$ cat config.mk
export PLATFORM = sky130hd
export DESIGN_NAME = srff_driver_flat
export DESIGN_NICKNAME = d
export VERILOG_FILES = /design/src/rtl/srff_pkg.sv /design/src/rtl/srff_driver_if.sv /design/src/rtl/sat_cnt8.sv /design/src/rtl/srff_driver.sv /design/src/flat_wrapper.sv
export SDC_FILE = /design/constraint.sdc
export NUM_CORES = 1
export LEC_CHECK = 0
export ABC_AREA = 1
export CAP_MARGIN = 10
export CORE_ASPECT_RATIO = 0.9
export CORE_MARGIN = 3
export CORE_UTILIZATION = 53
export CTS_CLUSTER_DIAMETER = 80
export DETAILED_ROUTE_END_ITERATION = 8
export PLACE_DENSITY = 0.88
export SLEW_MARGIN = 40
export SYNTH_ARGS = -nofsm -noshare
export SYNTH_HDL_FRONTEND = slang
export SYNTH_HIERARCHICAL = 1
export SYNTH_SLANG_ARGS = --single-unit
$ cat constraint.sdc
create_clock -name clk -period 2 [get_ports clk]
set_clock_uncertainty 0.2 [all_clocks]
set_input_delay 0.6 -clock clk [delete_from_list [all_inputs] [get_ports clk]]
set_output_delay 0.6 -clock clk [all_outputs]
set_load 0.03 [all_outputs]
$ cat src/rtl/srff_pkg.sv
// Shared types and defaults for the SR flip-flop driver.
package srff_pkg;

  localparam int unsigned CntWidth        = 8;
  localparam int unsigned CheckDlyDefault = 1;
  localparam int unsigned MaxRetryDefault = 3;

  typedef logic [CntWidth-1:0] cnt_t;

  typedef enum logic [2:0] {
    StInit,
    StIdle,
    StDrive,
    StWait,
    StCheck,
    StFault
  } state_e;

endpackage

$ cat src/rtl/srff_driver_if.sv
// Target handshake, flip-flop excitation/feedback and status bundle.
interface srff_driver_if;
  import srff_pkg::*;

  logic tgt_valid;
  logic tgt;
  logic tgt_ready;
  logic q_fb;
  logic qn_fb;
  logic s;
  logic r;
  logic ff_clr;
  logic clr_err;
  logic busy;
  logic err;
  cnt_t mismatch_cnt;
  cnt_t wr_cnt;

  modport master (
    output tgt_valid, tgt, q_fb, qn_fb, clr_err,
    input  tgt_ready, s, r, ff_clr, busy, err, mismatch_cnt, wr_cnt
  );

  modport slave (
    input  tgt_valid, tgt, q_fb, qn_fb, clr_err,
    output tgt_ready, s, r, ff_clr, busy, err, mismatch_cnt, wr_cnt
  );

endinterface

$ cat src/rtl/sat_cnt8.sv
// 8-bit counter that saturates at 255; clear has priority over increment.
module sat_cnt8 (
  input  logic       clk,
  input  logic       rst_n,
  input  logic       inc_i,
  input  logic       clr_i,
  output logic [7:0] cnt_o
);

  logic [7:0] cnt_q, cnt_d;

  always_comb begin
    cnt_d = cnt_q;
    if (clr_i) begin
      cnt_d = '0;
    end else if (inc_i && (cnt_q != 8'hff)) begin
      cnt_d = cnt_q + 8'd1;
    end
  end

  always_ff @(posedge clk or negedge rst_n) begin
    if (!rst_n) begin
      cnt_q <= '0;
    end else begin
      cnt_q <= cnt_d;
    end
  end

  assign cnt_o = cnt_q;

endmodule

$ cat src/rtl/srff_driver.sv
// Drives an external SR flip-flop to a requested state, verifies it via Q/QN
// feedback and retries a bounded number of times before latching a fault.
module srff_driver
  import srff_pkg::*;
#(
  parameter int unsigned CHECK_DLY = CheckDlyDefault,
  parameter int unsigned MAX_RETRY = MaxRetryDefault
) (
  input logic          clk,
  input logic          rst_n,
  srff_driver_if.slave bus
);

  state_e     state_q, state_d;
  logic       tgt_q, tgt_d;
  logic       qt_q, qt_d;
  logic [2:0] retry_q, retry_d;
  logic [2:0] wait_q, wait_d;
  logic       s_q, r_q, ff_clr_q, ready_q, busy_q, err_q;
  logic       err_d;
  cnt_t       wr_cnt_q, wr_cnt_d;
  logic       fb_ok, check_fail;

  assign fb_ok      = (bus.q_fb == tgt_q) && (bus.qn_fb == ~tgt_q);
  assign check_fail = (state_q == StCheck) && !fb_ok;

  always_comb begin
    state_d  = state_q;
    tgt_d    = tgt_q;
    qt_d     = qt_q;
    retry_d  = retry_q;
    wait_d   = wait_q;
    unique case (state_q)
      // Hold INIT for the one cycle in which the clear pulse is visible.
      StInit: begin
        qt_d = 1'b0;
        if (ff_clr_q) state_d = StIdle;
      end
      StIdle: begin
        if (bus.tgt_valid && ready_q) begin
          retry_d = '0;
          if (bus.tgt != qt_q) begin
            tgt_d   = bus.tgt;
            state_d = StDrive;
          end
        end
      end
      StDrive: begin
        if (CHECK_DLY <= 1) begin
          state_d = StCheck;
        end else begin
          state_d = StWait;
          wait_d  = 3'(CHECK_DLY - 2);
        end
      end
      StWait: begin
        if (wait_q == '0) state_d = StCheck;
        else              wait_d  = wait_q - 3'd1;
      end
      StCheck: begin
        if (fb_ok) begin
          qt_d    = tgt_q;
          state_d = StIdle;
        end else if (retry_q < 3'(MAX_RETRY)) begin
          retry_d = retry_q + 3'd1;
          state_d = StDrive;
        end else begin
          state_d = StFault;
        end
      end
      StFault: begin
        if (bus.clr_err) begin
          qt_d    = bus.q_fb;
          state_d = StIdle;
        end
      end
      default: state_d = StInit;
    endcase
  end

  always_comb begin
    wr_cnt_d = wr_cnt_q;
    if (state_d == StDrive) wr_cnt_d = wr_cnt_q + cnt_t'(1);
    err_d = err_q;
    if (bus.clr_err)     err_d = 1'b0;
    else if (check_fail) err_d = 1'b1;
  end

  // Outputs are registered from the next state so they align with it.
  always_ff @(posedge clk or negedge rst_n) begin
    if (!rst_n) begin
      state_q  <= StInit;
      tgt_q    <= 1'b0;
      qt_q     <= 1'b0;
      retry_q  <= '0;
      wait_q   <= '0;
      s_q      <= 1'b0;
      r_q      <= 1'b0;
      ff_clr_q <= 1'b0;
      ready_q  <= 1'b0;
      busy_q   <= 1'b1;
      err_q    <= 1'b0;
      wr_cnt_q <= '0;
    end else begin
      state_q  <= state_d;
      tgt_q    <= tgt_d;
      qt_q     <= qt_d;
      retry_q  <= retry_d;
      wait_q   <= wait_d;
      s_q      <= (state_d == StDrive) && tgt_d;
      r_q      <= (state_d == StDrive) && !tgt_d;
      ff_clr_q <= (state_q == StInit) && !ff_clr_q;
      ready_q  <= (state_d == StIdle);
      busy_q   <= (state_d != StIdle);
      err_q    <= err_d;
      wr_cnt_q <= wr_cnt_d;
    end
  end

  sat_cnt8 u_mismatch_cnt (
    .clk   (clk),
    .rst_n (rst_n),
    .inc_i (check_fail),
    .clr_i (bus.clr_err),
    .cnt_o (bus.mismatch_cnt)
  );

  assign bus.s         = s_q;
  assign bus.r         = r_q;
  assign bus.ff_clr    = ff_clr_q;
  assign bus.tgt_ready = ready_q;
  assign bus.busy      = busy_q;
  assign bus.err       = err_q;
  assign bus.wr_cnt    = wr_cnt_q;

endmodule

$ cat src/flat_wrapper.sv
// flat-port wrapper written by rule: the top's interface ports become plain ports
module srff_driver_flat import srff_pkg::*;
#(
  parameter int unsigned CHECK_DLY = CheckDlyDefault,
  parameter int unsigned MAX_RETRY = MaxRetryDefault
)
  (clk, rst_n, bus_tgt_valid, bus_tgt, bus_q_fb, bus_qn_fb, bus_clr_err, bus_tgt_ready, bus_s, bus_r, bus_ff_clr, bus_busy, bus_err, bus_mismatch_cnt, bus_wr_cnt);
  srff_driver_if bus_i ();
  input logic clk;
  input logic rst_n;
  input wire logic [$bits(bus_i.tgt_valid)-1:0] bus_tgt_valid;
  input wire logic [$bits(bus_i.tgt)-1:0] bus_tgt;
  input wire logic [$bits(bus_i.q_fb)-1:0] bus_q_fb;
  input wire logic [$bits(bus_i.qn_fb)-1:0] bus_qn_fb;
  input wire logic [$bits(bus_i.clr_err)-1:0] bus_clr_err;
  output wire logic [$bits(bus_i.tgt_ready)-1:0] bus_tgt_ready;
  output wire logic [$bits(bus_i.s)-1:0] bus_s;
  output wire logic [$bits(bus_i.r)-1:0] bus_r;
  output wire logic [$bits(bus_i.ff_clr)-1:0] bus_ff_clr;
  output wire logic [$bits(bus_i.busy)-1:0] bus_busy;
  output wire logic [$bits(bus_i.err)-1:0] bus_err;
  output wire logic [$bits(bus_i.mismatch_cnt)-1:0] bus_mismatch_cnt;
  output wire logic [$bits(bus_i.wr_cnt)-1:0] bus_wr_cnt;
  assign bus_i.tgt_valid = bus_tgt_valid;
  assign bus_i.tgt = bus_tgt;
  assign bus_i.q_fb = bus_q_fb;
  assign bus_i.qn_fb = bus_qn_fb;
  assign bus_i.clr_err = bus_clr_err;
  assign bus_tgt_ready = bus_i.tgt_ready;
  assign bus_s = bus_i.s;
  assign bus_r = bus_i.r;
  assign bus_ff_clr = bus_i.ff_clr;
  assign bus_busy = bus_i.busy;
  assign bus_err = bus_i.err;
  assign bus_mismatch_cnt = bus_i.mismatch_cnt;
  assign bus_wr_cnt = bus_i.wr_cnt;
  srff_driver #(.CHECK_DLY(CHECK_DLY), .MAX_RETRY(MAX_RETRY)) u_core (.clk(clk), .rst_n(rst_n), .bus(bus_i));
endmodule
Word level (Yosys, flattened, before mapping). Cells that the tools add are included.

Equal/unequal tests: 17. Multiplexer cells: 22. Reduce and logical (&&, ||, !) cells: 19. Bitwise gates (word level): 2. $lt $le $gt $ge: 1. Add/sub/neg operators: 4.

Operators by type and width (count): 3-bit two-way mux (10); 3-bit one-hot mux with 6 select lines (1); 8-bit by 1-bit adder with 8-bit output (second input constant) (2); 8-bit two-way mux (2); 3-bit by 2-bit == test with 1-bit output (second input constant) (3); 8-bit != test (second input constant) (1); 1-bit logical AND (7); 1-bit two-way mux (7); 3-bit by 1-bit == test with 1-bit output (second input constant) (2); 3-bit == test (second input constant) (2); 3-bit logical NOT (2); 2-bit != test (second input constant) (3); 3-bit one-hot mux with 2 select lines (1); 2-bit nonzero test (3); 2-bit by 1-bit != test with 1-bit output (second input constant) (2); 4-bit AND reduction (1); 3-bit by 1-bit adder with 3-bit output (second input constant) (1); 1-bit logical NOT (3); 3-bit by 2-bit less-than comparator with 1-bit output (second input constant) (1); 3-bit by 1-bit != test with 1-bit output (second input constant) (1); 1-bit one-hot mux with 3 select lines (1); 3-bit AND reduction (1); 3-bit nonzero test (1); 3-bit by 1-bit subtractor with 3-bit output (second input constant) (1); 4 further kinds (6).

Bits of input ports: 7. Register bits after elaboration: 33.

Longest topological paths before layout. Gate-level depths: netlist (run 1).

Depth after elaboration: 8. Mapped depth: 12. Depth with buffers taken out: 11.

Hierarchy. The synthesis (run 1) kept the hierarchy.

Modules (own cells, without submodules): srff_driver (cells an instance 154, times used 1, seq. area each 626.9 µm², area an instance 1315.0 µm²); sat_cnt8 (cells an instance 74, times used 1, seq. area each 200.2 µm², area an instance 511.7 µm²).

Worst setup path after synthesis (run 1). No wires, ideal clock.

Kind: input to register. Start point: input bus_qn_fb. End point: register u_core.u_mismatch_cnt.cnt_q[7], in the netlist u_core/u_mismatch_cnt/cnt_o[7]. Setup time: 0.113 ns. Path buffers: 0. Path slack: 0.215 ns. Stages on the path: 11. Arrival: 1.472 ns. Cell sequence: inv_1 -> nand2_1 -> nand2_1 -> nand2_1 -> nand2_1 -> inv_1 -> inv_1 -> a21oi_1 -> nand3_1 -> nand2_1 -> inv_1.

Word-level cells in the longest chain between the ends: 6.

Ends and longest elaborated chain: from (decl) (RTL line flat_wrapper.sv:14) `input wire logic [$bits(bus_i.qn_fb)-1:0] bus_qn_fb;`; 1-bit == test (RTL line srff_driver.sv:24) `assign fb_ok = (bus.q_fb == tgt_q) && (bus.qn_fb == ~tgt_q);`; 1-bit logical AND (RTL line srff_driver.sv:24); 1-bit logical NOT (RTL line srff_driver.sv:25) `assign check_fail = (state_q == StCheck) && !fb_ok;`; 1-bit logical AND (RTL line srff_driver.sv:25); net u_core.check_fail (RTL line srff_driver.sv:22) `logic fb_ok, check_fail;`; 1-bit logical AND (RTL line sat_cnt8.sv:16) `end else if (inc_i && (cnt_q != 8'hff)) begin`; 2-bit nonzero test (no source line); to (signal assigned) (RTL line sat_cnt8.sv:25) `cnt_q <= cnt_d;`; to (decl) (RTL line sat_cnt8.sv:10) `logic [7:0] cnt_q, cnt_d;`.

The timed path passes the listed nets, and every way through them passes these cells. A chain may end at the register's enable or synchronous reset.

Final worst setup path (run 1).
Start point: register u_core.wr_cnt_q[3], in the netlist u_core/bus.wr_cnt[3]. End point: output bus_wr_cnt[3].

RTL lines: from (decl) (RTL line srff_driver.sv:21) `cnt_t wr_cnt_q, wr_cnt_d;`; from (signal assigned) (RTL line srff_driver.sv:116) `wr_cnt_q <= wr_cnt_d;`; to (decl) (RTL line flat_wrapper.sv:23) `output wire logic [$bits(bus_i.wr_cnt)-1:0] bus_wr_cnt;`.

No word-level cell between the ends.

==> results.cfg, run 1 <==
[run_status]
status = finished, final reports clean

[power_and_ir_drop]
p_total_uw = 2870
cellPowerDensity_nw_per_um2 = 1180
internal_power_uw = 1710
comb_power_share = 0.438
ir_worst_vdd_v = 0.000957
seqPwrFrac = 0.333
clkPwrFrac = 0.229
p_sw_uw = 1150
swShare = 0.402
p_leak_uw = 0.00132

[sta]
tightest_slew_ns = 0.439
layout_min_cycle_time_ns = 1.94
timing.final.crit_share = 0.972
slew_viol_final = 0
fin_ws_ns = 0.0559
max_freq_ghz = 0.514
setup_viol = 0
hold_viol = 0
slew_headroom = 0.707

[cts]
clock_sinks = 33
htreeDepth = 2
cts.path.max_buffers = 2
cts_tree = done
numCtsBuffers = 5
clkTransAtPathRegs_ns = 0.07
root_buffer = clkbuf_8
clock_latency_ns = 0.29
cts_hold_buf = 0

[hold_path]
hp-class = register to register

[setup_path]
critPathMaxFanout = 5
cp.arrival_ns = 1.14
crit_path_start_kind = register
crit_type = register to output pin
cp_slowest_stage_delay_ns = 0.43
worstPathCellList = dlygate4sd2_1
cp-end-kind = output pin
cpMaxStageDelayCell = dfrtp_1
cp.buffers_inverters = 1
critPathRequiredTime_ns = 1.20
critPathTopFamily = flip-flops

[floorplan]
core-area_sq_um = 3190
floorplan.initialDensity = 0.573
rows = 19
die_h_um = 61.7
dieArea_sq_um = 4190
die_w_um = 67.9
ioPinCount = 29

[placed_design]
place_congestion = 0.910
place_inst = 316
dpl_cell_area_sq_um = 2300
post-dp-hpwl_um = 3000
place_ws_ns = -0.355
io_buffers = 28

[synth]
yosysWarnings = 6
synth.area.top_cells = dfrtp_1 44%, nand2_1 12%, nand3_1 7.4%, inv_1 6.0%, ha_1 3.4%
ys_seq_elements = 33
syn_area_sq_um = 1830
synthFlopType = dfrtp_1
yosys.area.top_type = dfrtp_1
syn_inst = 228
netlist.area_leader.share = 0.438
seq_area_frac_synth = 0.453
ys_types = 29
synth-edff-count = 0
synth_area_per_cell_sq_um = 8.01
syn_nets = 240
async_flop_share = 1.00

[job]
cap_violations = 0

[detailed_routing]
dr.pass1.iters = 4
ant_nets = 0
drc_errors = 0
via_count = 1711
vias_per_cell = 5.25
avgRoutedWirePerCell_um = 13.1
routed_wl_um = 4280
drtIter0Drc = 94

[layout]
antennaDiodeCount = 0
final_cell_mix = 56 x nand2_1, 32 x dfrtp_1, 28 x inv_1
fin_cells = 326
nets = 295
final_common_cell = nand2_1
drive_gt1_frac = 0.215
area_growth_pct = 33.5
final_area_sq_um = 2440

[global_routing]
grt_max_degree = 34
grt-ovfl-total = 0
antenna_found_initial = 0
grt_pass1_wl_um = 6850
grt_pass1_vias = 1584
gr-usage-all-layers = 0.222
-- per-stage QoR --
stage	util	setup TNS (ns)	hold slack [ns]
3_3_place_gp	0.721	-5.23	0.255
4_1_cts	0.752	0	0.261
5_1_grt	0.766	-0.139	0.297
2_1_floorplan	-	0	0.104
3_5_place_dp	0.721	-5.54	0.256
6_report	0.766	0	0.266
-- cell type report --
cell class / count / area (sq um)
clock inverter: 2 / 37.5
timing repair buffer: 50 / 432
sequential: 33 / 827
multi-input combinational: 159 / 875
fill: 240 / 747
clock buffer: 6 / 82.6
inverter: 34 / 133
tap: 42 / 52.6
-- cells in the mapped netlist, types with 4 or more instances --
cell type / number
nor2_1: 16
dfrtp_1: 32
inv_1: 29
a21oi_1: 10
ha_1: 5
nand4_1: 4
nand3_1: 27
inv_2: 4
nand2_1: 58
nor2_2: 4
xnor2_1: 5
nand2_2: 6
-- power by group through the flow --
stage / Sequential [uW] / Clock, uW / Combinational (uW)
after floorplan: 1110 / 0 / 669
after global placement: 962 / 0 / 1200
after detailed placement: 967 / 0 / 1220
after CTS: 954 / 662 / 1190
after global routing: 977 / 688 / 1390
final: 955 / 657 / 1250
-- flip-flops by register name, indices dropped and copies added, names as in the netlist --
name                         cells
u_core/bus.busy                  1
u_core/bus.err                   1
u_core/bus.ff_clr                1
u_core/bus.r                     1
u_core/bus.s                     1
u_core/bus.tgt_ready             1
u_core/bus.wr_cnt                8
u_core/qt_q                      1
u_core/retry_q                   3
u_core/state_q                   3
u_core/tgt_q                     1
u_core/u_mismatch_cnt/cnt_o      8
u_core/wait_q                    3
-- logic make-up (layout without fill, tap and decap cells) --
group,Yosys count,count (layout),share of synthesized area
AO/OA/AOI/OAI,20,20,0.0637
buffers and inverters,36,92,0.0849
XOR/XNOR,8,8,0.0384
AND/OR/NAND/NOR,125,125,0.321
flip-flops,33,33,0.453
adder cells (fa/ha/maj),5,5,0.0342
multiplexers,1,1,0.00548
-- layer usage --
layer / up-vias / wire length [um] / global-route usage
met5: - / 0 / 0
met2: 72 / 2090 / 0.384
li1: 838 / - / -
met1: 783 / 1820 / 0.263
met3: 18 / 229 / 0.0522
met4: 0 / 135 / 0.105
-- final timing paths --
| kind | slack, ns | startpoint | cells past startpoint | endpoint |
|---|---|---|---|---|
| worst min-delay path | 0.27 | u_core/bus.ff_clr | 1 | u_core/bus.ff_clr |
| max in group asynchronous | 0.88 | rst_n | 2 | u_core/bus.busy |
| worst max register to register | 0.17 | u_core/wait_q[0] | 10 | u_core/bus.s |
| worst max-delay path | 0.06 | u_core/bus.wr_cnt[3] | 1 | bus_wr_cnt[3] |
| worst min register to register | 0.27 | u_core/bus.ff_clr | 1 | u_core/bus.ff_clr |
| min in group asynchronous | 0.48 | rst_n | 2 | u_core/retry_q[0] |
-- what timing repair did --
action                                  CTS  global route
gates resized for setup                  22             9
buffers inserted                          0             2
pin swaps                                 0             2
endpoints found under the setup margin   23            21
(Power assumes the default switching activity.)
==> inputs of run 2 (changes only) <==
- CORE_UTILIZATION: 53 -> 57
- PLACE_DENSITY: 0.88 -> 0.93
- clock period: 2 -> 2.44 ns (I/O delays scaled with it)
==> run 2 against run 1 <==
  * Critical path depth is the same
  * Global-route usage shrank 0.94 points
  * Worst hold slack gained 0.0012 ns
  * Flip-flop and latch count is the same
  * Clock power shrank 39%
  * Sequential share of layout area grew 2.2 points
  * Design area shrank 6.1%
  * Largest power group unchanged
  * Highest routed layer unchanged
==> results.cfg, run 2 (synthesized netlist as in run 1, its figures left out) <==
[power_and_ir_drop]
p_total_uw = 2150
p_sw_uw = 891
clkPwrFrac = 0.188
internal_power_uw = 1260
swShare = 0.414
ir_worst_vdd_v = 0.000888
comb_power_share = 0.438
p_leak_uw = 0.00126
seqPwrFrac = 0.374
cellPowerDensity_nw_per_um2 = 940

[hold_path]
worstHoldStart = u_core/bus.ff_clr
hold_end = u_core/bus.ff_clr
whs_path_depth = 1
hp-class = register to register

[cts]
root_buffer = clkbuf_4
clock_latency_ns = 0.35
cts.path.max_buffers = 2
clkTransAtPathRegs_ns = 0.10
htreeDepth = 2
post_cts.repair.setup_buffers = 0
numCtsBuffers = 5
clock_sinks = 33
cts_hold_buf = 0
cts_tree = done

[global_routing]
grt_max_degree = 34
grt-ovfl-total = 0
gr-usage-all-layers = 0.212
antenna_found_initial = 0
grt_pass1_vias = 1492
grt_pass1_wl_um = 6220

[sta]
slew_viol_final = 0
hold_viol = 0
layout_min_cycle_time_ns = 2.40
timing.final.crit_share = 0.985
slew_headroom = 0.721
setup_viol = 0
fin_tns_setup_ns = 0
max_freq_ghz = 0.416
fin_ws_ns = 0.0377
rsz0062_at_grt = no
tightest_slew_ns = 0.419

[placed_design]
post-dp-hpwl_um = 2770
place_ws_ns = -0.0417
io_buffers = 28
place_congestion = 0.879
place_inst = 303

[detailed_routing]
drc_errors = 0
routed_wl_um = 3740
drtIter0Drc = 86
vias_per_cell = 5.10
ant_nets = 0
via_count = 1587
dr.pass1.iters = 4
avgRoutedWirePerCell_um = 12.0

[run_status]
status = finished, final reports clean

[setup_path]
critPathMaxFanout = 4
cpMaxStageDelayCell = clkdlybuf4s50_1
r2r_cells = 11
critPathTopFamily = buffers and inverters
worst_r2r_endpoint = u_core/bus.wr_cnt[2]
cp.buffers_inverters = 1
cp.arrival_ns = 1.47
critPathRequiredTime_ns = 1.51
ff2ff_setup_slack_ns = 0.58
crit_path_start_kind = register
cp-end-kind = output pin
crit_type = register to output pin
reg2reg_from = u_core/wait_q[0]
worstPathCellList = clkdlybuf4s50_1
cp_slowest_stage_delay_ns = 0.70

[floorplan]
core-area_sq_um = 2910
ioPinCount = 29
die_h_um = 59.7
die_w_um = 65.7
dieArea_sq_um = 3920
rows = 18
floorplan.initialDensity = 0.629

[layout]
fillers = 198
nets = 282
multi_input_area_sq_um = 845
seqCellArea_sq_um = 827
final_common_cell = nand2_1
antennaDiodeCount = 0
final_cell_mix = 58 x nand2_1, 32 x dfrtp_1, 29 x inv_1
final_util = 0.788
drive_gt1_frac = 0.144
area_growth_pct = 25.3
fin_cells = 311

[job]
cap_violations = 0
==> run 2: stage by stage <==
step	cell area, sq um	hold slack (ns)
2_1_floorplan	1830	0.236
3_5_place_dp	2200	0.254
3_3_place_gp	2200	0.254
4_1_cts	2270	0.269
5_1_grt	2290	0.305
6_report	2290	0.268
==> run 2: what timing repair did <==
item,4_1_cts,5_1_grt
pin swaps,0,0
gates resized for setup,5,7
setup endpoints to repair,5,7
==> run 2: power groups by stage <==
stage | clock [uW] | combinational, uW | sequential, uW
after floorplan | 0 | 548 | 910
after global placement | 0 | 933 | 806
after detailed placement | 0 | 959 | 813
after CTS | 410 | 954 | 803
after global routing | 434 | 1040 | 822
final | 404 | 943 | 804
==> run 2: area by class of cell <==
type                            instances  area share
Clock buffer                            6      0.0180
Clock inverter                          2      0.0153
Inverter                               34      0.0579
Multi-Input combinational cell        159       0.369
Sequential cell                        33       0.361
Tap cell                               40      0.0219
Timing Repair Buffer                   37       0.157
==> run 2: routing by layer <==
metal	GRT usage	vias to the layer above	routed length (um)
met5	0	-	0
met2	0.357	38	1790
met4	0.0858	0	48
met3	0.0545	5	193
li1	-	813	-
met1	0.262	731	1710
==> run 2: worst max-delay path by stage <==
stage,from,to,slack (ns),cells past startpoint
after global routing,u_core/bus.wr_cnt[0],bus_wr_cnt[0],0.001,1
final,u_core/u_mismatch_cnt/cnt_o[7],bus_mismatch_cnt[7],0.04,1
after floorplan,bus_qn_fb,u_core/u_mismatch_cnt/cnt_o[7],0.52,11
after detailed placement,bus_qn_fb,u_core/u_mismatch_cnt/cnt_o[7],-0.04,12
after global placement,bus_qn_fb,u_core/u_mismatch_cnt/cnt_o[7],-0.03,12
after CTS,u_core/bus.tgt_ready,bus_tgt_ready,0.007,1
==> inputs of run 3 (changes only) <==
==> constraint.sdc (replaced) <==
create_clock -name clk -period 3.1 [get_ports clk]
set_clock_uncertainty 0.2 [all_clocks]
set_input_delay 0.775 -clock clk [delete_from_list [all_inputs] [get_ports clk]]
set_output_delay 0.775 -clock clk [all_outputs]
set_load 0.03 [all_outputs]
==> run 3 against run 2 <==
  * Critical path depth unchanged
  * Final cell count down 2.6%
  * Worst hold slack better by 0.012 ns
  * Flip-flop and latch count unchanged
  * Clock-buffer cell count down 1
  * Die area unchanged
  * Sequential share of layout area up 1.5 points
  * Via count down 1.6%
  * Design area down 4.0%
  * Total power down 27%
  * Setup slack better by 0.53 ns
  * Critical endpoint is now bus_wr_cnt[2]
  * Highest routed layer unchanged
==> results.cfg, run 3 (synthesized netlist as in run 1, its figures left out) <==
[run_status]
status = finished, final reports clean

[sta]
slew_headroom = 0.723
setup_viol = 0
timing.final.crit_share = 0.818
slew_viol_final = 0
tightest_slew_ns = 0.415
fin_tns_setup_ns = 0
hold_viol = 0
max_freq_ghz = 0.395
rsz0062_at_grt = no
layout_min_cycle_time_ns = 2.53

[layout]
final_area_sq_um = 2200
area_growth_pct = 20.3
fin_cells = 303
antennaDiodeCount = 0
final_common_cell = nand2_1
drive_gt1_frac = 0.122
final_cell_mix = 58 x nand2_1, 32 x dfrtp_1, 29 x inv_1
final_util = 0.756
nets = 274

[setup_path]
cp_slowest_stage_delay_ns = 0.73
crit_path_start_kind = register
cp.buffers_inverters = 1
cpMaxStageDelayCell = clkdlybuf4s50_1
ff2ff_setup_slack_ns = 1.09
worstPathCellList = clkdlybuf4s50_1
critPathRequiredTime_ns = 2.12
crit_type = register to output pin
critPathTopFamily = buffers and inverters
critPathMaxFanout = 6
cp.arrival_ns = 1.56
cp-end-kind = output pin

[floorplan]
core-area_sq_um = 2910
dieArea_sq_um = 3920
die_w_um = 65.7
floorplan.initialDensity = 0.629
ioPinCount = 29
rows = 18
die_h_um = 59.7

[global_routing]
grt_pass1_vias = 1495
grt_pass1_wl_um = 6480
grt-ovfl-total = 0
gr-usage-all-layers = 0.220
antenna_found_initial = 0
grt_max_degree = 34

[detailed_routing]
dr.pass1.iters = 4
vias_per_cell = 5.15
routed_wl_um = 3790
drtIter0Drc = 109
via_count = 1561
avgRoutedWirePerCell_um = 12.5
ant_nets = 0
drc_errors = 0

[cts]
ctsResizeCount = 0
htreeDepth = 2
cts.path.max_buffers = 2
post_cts.repair.setup_buffers = 0
clkTransAtPathRegs_ns = 0.10
clock_sinks = 33
cts_hold_buf = 0
cts_tree = done
clock_latency_ns = 0.34
root_buffer = clkbuf_4
numCtsBuffers = 5

[power_and_ir_drop]
p_leak_uw = 0.00107
ir_worst_vdd_v = 0.000558
cellPowerDensity_nw_per_um2 = 714

[placed_design]
post-dp-hpwl_um = 2800
place_congestion = 0.912
dpl_cell_area_sq_um = 2140
io_buffers = 28
place_inst = 295

[job]
cap_violations = 0

[hold_path]
hp-class = register to register
run 3: cell types whose count changed in the layout (fill, tap and decap cells not counted), sizes merged:
cell,before,now
buf,9,1
bufinv,1,0
clkbuf,6,5
clkdlybuf4s50,16,28
clkinv,2,3
clkinvlp,0,1
dlygate4sd2,5,0
dlymetal6s2s,7,0
run 3: report_power, final:
part           switching, uW  internal [uW]  leakage (uW)
sequential              99.8            533      0.000441
combinational            457            243      0.000601
clock                    150           85.3     0.0000310
run 3: worst paths after layout:
path / startpoint / end / cells after the start
worst max-delay path: u_core/bus.wr_cnt[2] / bus_wr_cnt[2] / 1
worst min-delay path: u_core/wait_q[0] / u_core/wait_q[0] / 1
worst max register to register: u_core/wait_q[0] / u_core/bus.wr_cnt[2] / 11
worst min register to register: u_core/wait_q[0] / u_core/wait_q[0] / 1
max in group asynchronous: rst_n / u_core/bus.busy / 2
min in group asynchronous: rst_n / u_core/bus.ff_clr / 2
run 3: routing by layer:
metal,global-route usage,part of all wire
met1,0.265,0.46
met2,0.381,0.48
met3,0.0545,0.042
met4,0.0828,0.014
met5,0,0
run 3: stage by stage:
stage,setup slack (ns),power (uW),hold slack (ns)
CTS,0.551,1570,0.285
global route,0.517,1680,0.307
finish,0.566,1570,0.279
global placement,0.541,1310,0.255
detailed placement,0.436,1340,0.266
floorplan,1.14,1150,0.242
run 3: final cells by class:
class                   instances  area [sq um]
clock buffers                   5          37.5
multi-input cells             159           845
repair buffers                 29           288
clock inverters                 3          17.5
flip-flops and latches         33           827
fillers                       228           708
well taps                      40          50.0
inverters                      34           133
==> edit 1 (settings of run 3) <==
Re-encode `state_e` (6 states) as one-hot, 6 bits wide.
--- a/src/rtl/srff_pkg.sv
+++ b/src/rtl/srff_pkg.sv
@@ -9,9 +9,9 @@
 
-  typedef enum logic [2:0] {
-    StInit,
-    StIdle,
-    StDrive,
-    StWait,
-    StCheck,
-    StFault
+  typedef enum logic [5:0] {
+    StInit  = 6'b000001,
+    StIdle  = 6'b000010,
+    StDrive = 6'b000100,
+    StWait  = 6'b001000,
+    StCheck = 6'b010000,
+    StFault = 6'b100000
   } state_e;
Check against the original RTL: no difference found for any inputs over 10 cycles, from zero or initial values and one cycle with rst_n low; not proved beyond that.
==> edit 1 against run 3 <==
- design area is 13% higher
- cell count grew 13%
- hold slack lost 0.0072 ns
- area after synthesis rose by 12%
- sequential cell count up 3
- critical path depth grew 11
- setup slack got worse by 0.0046 ns
- wire length increased by 11%
- count of clock-buffer cells in the layout increased by 2
Power is not compared: it rests on default switching activity, and its combinational part moved more than twofold at a synthesized area within 25%.
==> edit 1: results (changes against run 3) <==
[metrics] vias in the first global route: 1723 (was 1495)
[metrics] synth cell count leaders: nand2_1 (81), inv_1 (35), dfrtp_1 (34) (was nand2_1 (58), dfrtp_1 (32), inv_1 (29))
[metrics] clock root cell: clkbuf_8 (was clkbuf_4)
[metrics] data arrival at the endpoint of the critical path: 2.53 ns (was 1.56 ns)
[metrics] net count reported at finish: 310 (was 274)
[metrics] worst r2r dst: u_core/u_mismatch_cnt/cnt_o[7] (was u_core/bus.wr_cnt[2])
[metrics] Yosys cell types: 24 (was 29)
[metrics] XOR/XNOR share of the synthesized area: 0.03410 (was 0.03836)
[metrics] DR WL/cell: 12.28 µm (was 12.52 µm)
[metrics] top cells by area, synth: dfrtp_1 (41%), nand2_1 (15%), nand3_1 (7.6%), inv_1 (6.4%), nor2_1 (3.7%) (was dfrtp_1 (44%), nand2_1 (12%), nand3_1 (7.4%), inv_1 (6.0%), ha_1 (3.4%))
[metrics] placer's final routability congestion estimate: 0.8387 (was 0.9118)
[metrics] Vias/cell: 5.187 (was 5.152)
[metrics] outcome: finished clean (unchanged)
[metrics] multiplexer share of the synthesized area: 0 (was 0.005479)
[metrics] wire length of the first global-routing pass: 7659 µm (was 6479 µm)
[metrics] share of synthesized area occupied by flip-flops and latches: 0.4397 (was 0.4527)
[metrics] Synth Area in Adders: 0.03045 (was 0.03425)
[metrics] violation count after the first detailed-route iteration: 154 (was 109)
[metrics] share of the synthesized area in compound gates (AO/OA/AOI/OAI): 0.04933 (was 0.06370)
[metrics] total global-route track usage: 0.2133 (was 0.2197)
[metrics] post-detailed-placement half-perimeter wirelength: 3178 µm (was 2799 µm)
[metrics] Min-Delay Startpoint: u_core/bus.ff_clr (was u_core/wait_q[0])
[metrics] WHS Endpoint: u_core/bus.ff_clr (was u_core/wait_q[0])
[metrics] Rel. slew slack: 0.7019 (was 0.7235)
[metrics] clock latency reported for the late side of the worst-skew pair: 0.29 ns (was 0.34 ns)
[metrics] tightest hold margin: 0.2720 ns (was 0.2792 ns)
[metrics] worst reg2reg path startpoint: u_core/state_q[2] (was u_core/wait_q[0])
[metrics] fraction of final layout cells sized beyond drive strength 1: 0.09030 (was 0.1217)
[metrics] clock-pin slew on the worst setup and hold paths: 0.07 ns (was 0.10 ns)
## edit 1: metal layers
metal | share of wire | vias to the layer above | global-route usage
met5 | 0 | - | 0
met4 | 0.013 | 0 | 0.06341
met3 | 0.039 | 8 | 0.05466
met2 | 0.49 | 35 | 0.3464
met1 | 0.45 | 830 | 0.2806
li1 | - | 906 | -
## edit 1: cell type report
| cell class | instances | area (µm²) |
|---|---|---|
| inverters | 36 | 140.1 |
| repair buffers | 29 | 287.8 |
| fillers | 252 | 949.7 |
| clock buffers | 7 | 76.32 |
| clock inverters | 1 | 5.005 |
| flip-flops and latches | 36 | 903.4 |
| well taps | 44 | 55.05 |
| multi-input cells | 190 | 1011 |
## edit 1: how the worst max path moves through the flow
| stage | start | slack, ns | cells after the start | end |
|---|---|---|---|---|
| 2_1_floorplan | bus_qn_fb | 1.09 | 11 | u_core/u_mismatch_cnt/cnt_o[7] |
| 3_3_place_gp | bus_q_fb | 0.43 | 12 | u_core/u_mismatch_cnt/cnt_o[7] |
| 3_5_place_dp | bus_q_fb | 0.30 | 12 | u_core/u_mismatch_cnt/cnt_o[7] |
| 4_1_cts | bus_q_fb | 0.60 | 12 | u_core/u_mismatch_cnt/cnt_o[7] |
| 5_1_grt | bus_q_fb | 0.43 | 12 | u_core/u_mismatch_cnt/cnt_o[7] |
| 6_report | bus_q_fb | 0.56 | 12 | u_core/u_mismatch_cnt/cnt_o[7] |
## edit 1: cell families (layout without fill, tap and decap cells)
group,count (synthesis),count (layout)
DFF,36,36
and+or+nand+nor,159,159
AOI/OAI and AO/OA,18,18
xor gates and xnor gates,8,8
adders and majority gates,5,5
buffers and inverters,36,73
## edit 1: critical path: stages
cell and delay [ns]:
clkdlybuf4s50_1 0.51, inv_1 0.05, nand2_1 0.05, nand2_1 0.04, nand2_1 0.16, nand2_1 0.14
inv_1 0.17, inv_1 0.07, a21oi_1 0.30, nand3_1 0.13, nand2_1 0.09, inv_1 0.04
## edit 1: stage by stage
step / area [µm²] / utilization / std cells / power, mW / setup WS, ns
after floorplan: 2054 / - / 262 / 0.7962 / 1.087
after global placement: 2397 / 0.6993 / 335 / 0.9130 / 0.4275
after detailed placement: 2397 / 0.6993 / 335 / 0.9242 / 0.2951
after CTS: 2479 / 0.7230 / 343 / 1.248 / 0.6006
after global routing: 2479 / 0.7230 / 343 / 1.307 / 0.4328
final: 2479 / 0.7230 / 343 / 1.240 / 0.5610
## edit 1: power by group through the flow
stage	Sequential, mW	Combinational, mW	Clock [mW]
finish	0.570	0.344	0.325
global route	0.576	0.378	0.354
CTS	0.570	0.347	0.330
detailed placement	0.578	0.346	0
global placement	0.576	0.337	0
floorplan	0.641	0.155	0
==> edit 2 (flow settings as in run 3) <==
Without the edit above. Reset style: synchronous (`rst_n`), changed in 2 clocked blocks.
--- a/src/rtl/sat_cnt8.sv
+++ b/src/rtl/sat_cnt8.sv
@@ -20,3 +20,3 @@
 
-  always_ff @(posedge clk or negedge rst_n) begin
+  always_ff @(posedge clk) begin
     if (!rst_n) begin
--- a/src/rtl/srff_driver.sv
+++ b/src/rtl/srff_driver.sv
@@ -89,3 +89,3 @@
   // Outputs are registered from the next state so they align with it.
-  always_ff @(posedge clk or negedge rst_n) begin
+  always_ff @(posedge clk) begin
     if (!rst_n) begin
Formal check against the unedited RTL: differs if rst_n is asserted again (counterexample within 4 cycles, from zero or initial values and one cycle with rst_n low); with rst_n held inactive, the same outputs for 10 cycles.
==> edit 2 against run 3 <==
- wire length decreased by 5.7%
- area after synthesis decreased by 0.89%
- setup slack improved by 0.056 ns
- design area decreased by 1.9%
- cell count increased by 6.3%
- sequential cell count unchanged
- largest cell class unchanged
Power is not compared: it rests on default switching activity, and its combinational part moved more than twofold at a synthesized area within 25%.
==> edit 2: results (changes against run 3) <==
[metrics] share of synthesized area occupied by flip-flops and latches: 0.3649 (was 0.4527)
[metrics] ys flop type: dfxtp_1 (was dfrtp_1)
[metrics] Min-Delay Startpoint: u_core/bus.ff_clr (was u_core/wait_q[0])
[metrics] fraction of final layout cells sized beyond drive strength 1: 0.1702 (was 0.1217)
[metrics] Placed Area: 0.002105 mm² (was 0.002142 mm²)
[metrics] wire length on met2: 1589 µm (was 1826 µm)
[metrics] wire length of the first global-routing pass: 6106 µm (was 6479 µm)
[metrics] start point of the critical path: u_core/u_mismatch_cnt/cnt_o[2] (was u_core/bus.wr_cnt[2])
[metrics] number of vias after detailed routing: 1686 (was 1561)
[metrics] met3 wire length: 216 µm (was 160 µm)
[metrics] met1 Track Usage GR: 0.2620 (was 0.2646)
[metrics] outcome: finished clean (unchanged)
[metrics] DR WL/cell: 11.11 µm (was 12.52 µm)
[metrics] CP max stage delay: 0.71 ns (was 0.73 ns)
[metrics] tightest hold margin: 0.2473 ns (was 0.2792 ns)
[metrics] met2 capacity usage during global routing: 0.3074 (was 0.3814)
[metrics] GR met3 Demand/Resource: 0.07021 (was 0.05451)
[metrics] fraction of registers with async set/reset: 0 (was 1.000)
[metrics] Post-Syn Nets: 260 (was 240)
[metrics] Peak Freq: 0.4036 GHz (was 0.3946 GHz)
[metrics] vias in the first global route: 1445 (was 1495)
[metrics] net count reported at finish: 293 (was 274)
[metrics] worst slack at placement: 0.4688 ns (was 0.4359 ns)
[metrics] violation count after the first detailed-route iteration: 120 (was 109)
[metrics] Metal-1 WL: 1681 µm (was 1753 µm)
[metrics] data arrival at the endpoint of the critical path: 1.50 ns (was 1.56 ns)
[metrics] worst reg2reg path startpoint: u_core/wait_q[0] (unchanged)
[metrics] top cells by area, synth: dfxtp_1 (36%), nand2_1 (9.7%), nor2_1 (6.6%), inv_1 (5.8%), nand3_1 (5.0%) (was dfrtp_1 (44%), nand2_1 (12%), nand3_1 (7.4%), inv_1 (6.0%), ha_1 (3.4%))
[metrics] Routed WL: 3577 µm (was 3794 µm)
==> edit 2: cell count changes in the layout (fill, tap and decap cells not counted), sizes merged, moves of 3 or more <==
cell   change
dfxtp     +33
nor2      +20
dfrtp     -32
a21oi     +12
nand2     -12
nand3      -3
xnor2      -4
o21ai      +6
==> edit 2: logic make-up (layout without fill, tap and decap cells) <==
kind of cell / count (synthesis) / after routing / share of synthesized area
AO/OA/AOI/OAI: 35 / 35 / 0.1140
adder cells (fa/ha/maj): 5 / 5 / 0.03455
AND/OR/NAND/NOR: 130 / 130 / 0.3566
XOR/XNOR: 6 / 6 / 0.02903
buffers and inverters: 39 / 73 / 0.1009
flip-flops: 33 / 33 / 0.3649
==> edit 2: layout make-up <==
type                       count  area (µm²)  area share
multi-input combinational    176       967.2      0.4486
sequential                    33       660.6      0.3064
timing repair buffer          30       295.3      0.1370
inverter                      35       131.4     0.06094
tap                           40       50.05     0.02322
clock buffer                   6       41.29     0.01915
clock inverter                 2       10.01    0.004643
